==> config.mk <==
export PLATFORM = sky130hd
export DESIGN_NAME = hdmi_rd_sched
export DESIGN_NICKNAME = d
export VERILOG_FILES = /design/src/rtl/hdmi_pkg.sv /design/src/rtl/hdmi_rd_credit.sv /design/src/rtl/hdmi_rd_sched.sv
export SDC_FILE = /design/constraint.sdc
export NUM_CORES = 1
export LEC_CHECK = 0
export ABC_AREA = 0
export CAP_MARGIN = 40
export CORE_MARGIN = 2
export CORE_UTILIZATION = 52
export DETAILED_ROUTE_END_ITERATION = 10
export PLACE_DENSITY = 0.85
export SLEW_MARGIN = 25
export SYNTH_ARGS = -nofsm -noshare
export SYNTH_HDL_FRONTEND = slang
export SYNTH_SLANG_ARGS = --single-unit
==> constraint.sdc <==
create_clock -name hdmi_clk -period 5.2 [get_ports hdmi_clk]
set_input_delay 1.04 -clock hdmi_clk [delete_from_list [all_inputs] [get_ports hdmi_clk]]
set_output_delay 1.04 -clock hdmi_clk [all_outputs]
set_load 0.1 [all_outputs]
==> src/rtl/hdmi_pkg.sv <==
// Shared types and constants for the HDMI frame-buffer read scheduler.
package hdmi_pkg;

  localparam int WORD_BYTES = 32;
  localparam int FW_W       = 20;

  typedef enum logic [1:0] {
    IDLE  = 2'd0,
    DRAIN = 2'd1,
    RUN   = 2'd2,
    WAIT  = 2'd3
  } state_e;

endpackage

==> src/rtl/hdmi_rd_credit.sv <==
// Outstanding-word tracker for the pixel FIFO. It also decides whether the
// FIFO has room for a candidate burst and flags data returned unexpectedly.
module hdmi_rd_credit #(
  parameter int LVL_W      = 10,
  parameter int FIFO_DEPTH = 512
) (
  input  logic             clk,
  input  logic             sync_rst,
  input  logic             ack_fire,
  input  logic [7:0]       ack_len,
  input  logic             data_vld,
  input  logic [LVL_W-1:0] fifo_wr_cnt,
  input  logic [7:0]       req_len,
  output logic [LVL_W:0]   outst,
  output logic             credit_ok,
  output logic             rsp_err
);

  localparam int OW    = LVL_W + 1;
  localparam int SUM_W = LVL_W + 2;

  logic [SUM_W-1:0] need;
  logic [OW-1:0]    add;
  logic [OW-1:0]    sub;
  logic             dec;

  // Two extra bits cover the level, the in-flight words and the burst at once.
  assign need      = SUM_W'(fifo_wr_cnt) + SUM_W'(outst) + SUM_W'(req_len);
  assign credit_ok = (need <= SUM_W'(FIFO_DEPTH));

  // A word arriving with nothing in flight is an error; the count must not wrap.
  assign dec = data_vld && (outst != '0);
  assign add = ack_fire ? OW'(ack_len) : '0;
  assign sub = OW'(dec);

  // NOTE: sequential state uses non-blocking assignments so every flop samples
  // pre-edge values, independent of the order of the statements.
  always_ff @(posedge clk) begin
    if (sync_rst) begin
      outst   <= '0;
      rsp_err <= 1'b0;
    end else begin
      outst <= outst + add - sub;
      if (data_vld && (outst == '0)) rsp_err <= 1'b1;
    end
  end

endmodule

==> src/rtl/hdmi_rd_sched.sv <==
// Per-frame burst read scheduler: it restarts on vsync, drains the reads still
// in flight, flushes the pixel FIFO, then issues bursts when the FIFO has room.
module hdmi_rd_sched
  import hdmi_pkg::*;
#(
  parameter int FRAME_WORDS = 259200,
  parameter int BURST_LEN   = 64,
  parameter int FIFO_DEPTH  = 512,
  parameter int LVL_W       = 10,
  parameter int ADDR_W      = 32
) (
  input  logic              hdmi_clk,
  input  logic              sync_rst,
  input  logic              hdmi_Pre_vsync,
  input  logic [ADDR_W-1:0] rd_base_addr,
  output logic              rd_req,
  output logic [ADDR_W-1:0] rd_addr,
  output logic [7:0]        rd_len,
  input  logic              rd_ack,
  input  logic              rd_data_vld,
  input  logic [LVL_W-1:0]  fifo_wr_cnt,
  output logic              fifo_flush,
  output logic              frame_done,
  output logic              rsp_err
);

  state_e            state, state_nxt;
  logic              vs_d, vs_rise;
  logic [ADDR_W-1:0] base_q;
  logic [FW_W-1:0]   req_words, ret_words, remaining;
  logic [7:0]        len;
  logic              ack_fire;
  logic              abort_q, abort_nxt;
  logic              issue, flush_nxt, done_nxt;
  logic              credit_ok;
  logic [LVL_W:0]    outst;

  assign vs_rise   = hdmi_Pre_vsync & ~vs_d;
  assign ack_fire  = rd_req & rd_ack;
  assign remaining = FW_W'(FRAME_WORDS) - req_words;
  assign len       = (remaining < FW_W'(BURST_LEN)) ? remaining[7:0] : 8'(BURST_LEN);

  hdmi_rd_credit #(
    .LVL_W      (LVL_W),
    .FIFO_DEPTH (FIFO_DEPTH)
  ) u_credit (
    .clk         (hdmi_clk),
    .sync_rst    (sync_rst),
    .ack_fire    (ack_fire),
    .ack_len     (rd_len),
    .data_vld    (rd_data_vld),
    .fifo_wr_cnt (fifo_wr_cnt),
    .req_len     (len),
    .outst       (outst),
    .credit_ok   (credit_ok),
    .rsp_err     (rsp_err)
  );

  always_ff @(posedge hdmi_clk) begin
    if (sync_rst) state <= IDLE;
    else          state <= state_nxt;
  end

  // NOTE: every signal driven here gets a default first; a path that leaves
  // one unassigned would infer a latch.
  always_comb begin
    state_nxt = state;
    abort_nxt = abort_q;
    issue     = 1'b0;
    flush_nxt = 1'b0;
    done_nxt  = 1'b0;
    case (state)
      IDLE: if (vs_rise) state_nxt = DRAIN;
      DRAIN: begin
        // A fresh vsync only moves the base; the flush waits one more cycle.
        if (!vs_rise && (outst == '0)) begin
          flush_nxt = 1'b1;
          state_nxt = RUN;
        end
      end
      RUN, WAIT: begin
        if (vs_rise || abort_q) begin
          // A command already presented must finish its handshake first.
          if (!rd_req || rd_ack) begin
            state_nxt = DRAIN;
            abort_nxt = 1'b0;
          end else begin
            abort_nxt = 1'b1;
          end
        end else begin
          if (rd_data_vld && (ret_words == FW_W'(FRAME_WORDS - 1))) done_nxt = 1'b1;
          if ((state == RUN) && !rd_req) begin
            if (req_words == FW_W'(FRAME_WORDS)) state_nxt = WAIT;
            else if (credit_ok)                  issue     = 1'b1;
          end
        end
      end
      default: state_nxt = IDLE;
    endcase
  end

  always_ff @(posedge hdmi_clk) begin
    if (sync_rst) begin
      vs_d       <= 1'b0;
      base_q     <= '0;
      abort_q    <= 1'b0;
      req_words  <= '0;
      ret_words  <= '0;
      rd_req     <= 1'b0;
      rd_addr    <= '0;
      rd_len     <= '0;
      fifo_flush <= 1'b0;
      frame_done <= 1'b0;
    end else begin
      vs_d       <= hdmi_Pre_vsync;
      abort_q    <= abort_nxt;
      fifo_flush <= flush_nxt;
      frame_done <= done_nxt;
      if (vs_rise) base_q <= rd_base_addr;

      if (flush_nxt) begin
        req_words <= '0;
        ret_words <= '0;
      end else begin
        if (ack_fire) req_words <= req_words + FW_W'(rd_len);
        if (rd_data_vld && ((state == RUN) || (state == WAIT)))
          ret_words <= ret_words + FW_W'(1);
      end

      if (issue) begin
        rd_req  <= 1'b1;
        rd_addr <= base_q + ADDR_W'(req_words) * ADDR_W'(WORD_BYTES);
        rd_len  <= len;
      end else if (ack_fire) begin
        rd_req <= 1'b0;
      end
    end
  end

endmodule

==> flow_metrics.tcl, run 1 <==
set metrics [dict create \
    clockBufferDepth 2 \
    rrSetupSlack_ps 110 \
    die-area_um2 16500 \
    port_buffers 90 \
    grt_max_degree 69 \
    status "finished clean" \
    netlist_instances 1015 \
    cts_sinks 131 \
    numCtsBuffers 17 \
    grt_pass1_vias 7756 \
    worstPathArrival_ps 5440 \
    synth_edf_count 0 \
    tns_ps 0 \
    worst_slew_pin_slew_ps 822 \
    final_nets 1294 \
    rows 45 \
    final_common_cell "nand2_1" \
    ir_worst_vdd_mv 0.255 \
    dieWidth_um 128 \
    post-route-period-util_pct 98.0 \
    cp-end-kind "flop" \
    insertion_delay_ps 430 \
    layout_min_cycle_time_ps 5090 \
    viasPerCell 5.89 \
    report.final.slew_viol_count 0 \
    clock-root-buffer "clkbuf_16" \
    crit_fanout 14 \
    hold_buffers 0 \
    fin_skew_ps 8.68 \
    fmax_mhz 196 \
    vias 8092 \
    layout_common_cells "170 x nand2_1, 131 x dfxtp_1, 114 x a21oi_1, 89 x clkdlybuf4s50_1, 75 x nor2_1" \
    place_ws_ps -85.9 \
    hold_depth 2 \
    drtIter0Drc 725 \
    critPathLaunch "req_words[5]" \
    track_usage_pct 27.8 \
    hold_path.class "flop to flop" \
    gp_congestion 0.893 \
    cts_max_level 4 \
    synth_seq_cells 131 \
    yosysSeqAreaShare_pct 32.6 \
    drcViolationCount 0 \
    grt_pass1_wl_um 36800 \
    relSlewSlack_pct 44.6 \
    syn_to_final_growth_pct 34.7 \
    crit_required_ps 5550 \
    p_leak_uw 0.00429 \
    synth_fp_nets 1135 \
    grt-ovfl-total 0 \
    antenna_found_initial 0 \
    firstDrtPassIters 5 \
    synth_area_um2 8060 \
    synth_flop_cell "dfxtp_1" \
    yosys_warnings 0 \
    ant_nets 0 \
    p_per_area_nw_per_um2 308 \
    setup_viol 0 \
    syn_avg_cell_area_um2 7.94 \
    fill_cells 1057 \
    maxCapViolations 0 \
    r2r-start "req_words[5]" \
    final_layout_size_suffix_gt1_share_pct 13.0 \
    antenna_cells 0 \
    worst_setup_path_start_kind "flop" \
    routedWlPerCell_um 17.2 \
    dp_hpwl_um 16400 \
    drt-total-wl_um 23700 \
    hold_start "base_q[2]" \
    ios 91 \
    setup_ws_ps 106 \
    dieHeight_um 128 \
    coreArea_um2 15100 \
    cts_tree "done" \
    reg2reg_depth 20 \
    yosysUniqueCellTypes 72 \
    clk_pin_slew_ps 60 \
    async_flop_share_pct 0 \
    finalHoldViolations 0 \
    start_util_pct 53.2 \
    critPathKind "flop to flop" \
]
==> power by group <==
group	internal [uW]	switching, uW	total (uW)	leakage (uW)
logic	452	598	1050	0.00294
registers	1060	46.7	1100	0.00106
clock network	740	443	1180	0.000283
==> path summary, 6_finish.rpt <==
check                                   to
worst max-delay path            rd_addr[1]
worst min-delay path             base_q[2]
worst max register to register  rd_addr[1]
worst min register to register   base_q[2]
==> through the flow <==
| step | cells | utilization, % | cell area, um^2 | hold slack [ps] | total power (uW) |
|---|---|---|---|---|---|
| 2_1_floorplan | 1015 | - | 8060 | 437 | 1820 |
| 3_3_place_gp | 1289 | 61.4 | 9290 | 438 | 2020 |
| 3_5_place_dp | 1336 | 66.3 | 10000 | 449 | 2060 |
| 4_1_cts | 1370 | 70.4 | 10700 | 456 | 3270 |
| 5_1_grt | 1375 | 71.6 | 10900 | 465 | 3510 |
| 6_report | 1375 | 71.6 | 10900 | 455 | 3340 |
==> cells by family (layout without fill, tap and decap cells) <==
kind of cell / Yosys count / in the layout / share of synthesized area [%]
AO/OA/AOI/OAI: 236 / 236 / 18.6
flip-flops: 131 / 131 / 32.6
AND/OR/NAND/NOR: 408 / 408 / 24.2
buffers and inverters: 104 / 276 / 5.26
multiplexers: 8 / 8 / 0.994
adder cells (fa/ha/maj): 73 / 73 / 12.5
XOR/XNOR: 54 / 54 / 5.87
other: 1 / 1 / 0.0465
==> final cells by class <==
cell class	count	area [um^2]	share of cell area, %
clock inverter	9	104	0.957
timing repair buffer	178	1990	18.4
multi-input combinational	780	5170	47.6
tap	188	235	2.17
sequential	131	2620	24.2
inverter	66	250	2.31
clock buffer	23	478	4.40
==> worst max-delay path, cell delays in order, from the launching register on <==
cell and delay, ps:
dfxtp_1 320, nor4_2 260, buf_4 180, nand4_1 160
a21o_1 270, a2111oi_4 300, nor3_2 100, or2_4 300
nor2_1 160, fa_1 470, ha_1 470, nand3_1 140
o211a_1 230, a221oi_1 520, a2111oi_4 90, a32oi_4 260
o311a_4 250, buf_4 130, clkbuf_16 170, nand2_1 80
a21oi_1 160
==> synth_stat cells, types with 7 or more instances <==
cell type / instances / share of area [%]
nor2b_1: 12 / 0.93
nor2_1: 75 / 3.5
mux2i_1: 8 / 0.99
a211oi_1: 13 / 1.2
xnor2_1: 30 / 3.3
clkbuf_1: 30 / 1.4
xor2_1: 24 / 2.6
a21oi_1: 116 / 7.2
dfxtp_1: 131 / 33
and3_1: 10 / 0.78
inv_1: 65 / 3.0
a21o_1: 10 / 0.93
o21ai_0: 28 / 1.7
nand4_1: 16 / 1.2
nand3_1: 25 / 1.6
o21a_1: 13 / 1.2
ha_1: 61 / 9.5
nand2_1: 171 / 8.0
fa_1: 12 / 3.0
or3_1: 14 / 1.1
nand2b_1: 14 / 1.1
nand3b_1: 7 / 0.65
nor3_1: 26 / 1.6
==> flip-flops by register name, indices dropped and copies added, names as in the netlist, 2 cells and up <==
| name | cells |
|---|---|
| base_q | 32 |
| rd_addr | 32 |
| req_words | 20 |
| ret_words | 20 |
| u_credit.outst | 11 |
| rd_len | 8 |
| state | 2 |
==> metal layers <==
metal | routed length (um) | track usage (%) | vias up
met2 | 11900 | 49.6 | 351
met1 | 9580 | 32.9 | 3803
met3 | 1470 | 4.66 | 68
li1 | - | - | 3870
met4 | 690 | 11.6 | 0
met5 | 0 | 0 | -
==> repair_timing <==
item | 4_1_cts | 5_1_grt
gates resized for setup | 8 | 23
endpoints found under the setup margin | 24 | 41
pin swaps | 3 | 12
setup buffers | 2 | 4
hold endpoints to repair | 0 | 0
cloned | 0 | 1
Power figures use the tool's default switching activity.
==> run 2: changes to the inputs <==
--- a/config.mk
+++ b/config.mk
@@ -15,3 +15,4 @@
 export SYNTH_ARGS = -nofsm -noshare
 export SYNTH_HDL_FRONTEND = slang
 export SYNTH_SLANG_ARGS = --single-unit
+export TNS_END_PERCENT = 30
==> results of run 2 <==
No change in the layout: final DEF, timing and power equal those of run 1.
==> run 3: changes to the inputs <==
--- a/config.mk
+++ b/config.mk
@@ -9,6 +9,7 @@
 export CAP_MARGIN = 40
 export CORE_MARGIN = 2
 export CORE_UTILIZATION = 52
+export CTS_CLUSTER_DIAMETER = 150
 export DETAILED_ROUTE_END_ITERATION = 10
 export PLACE_DENSITY = 0.85
 export SLEW_MARGIN = 25
==> results of run 3 <==
No change in the layout: final DEF, timing and power equal those of run 1.
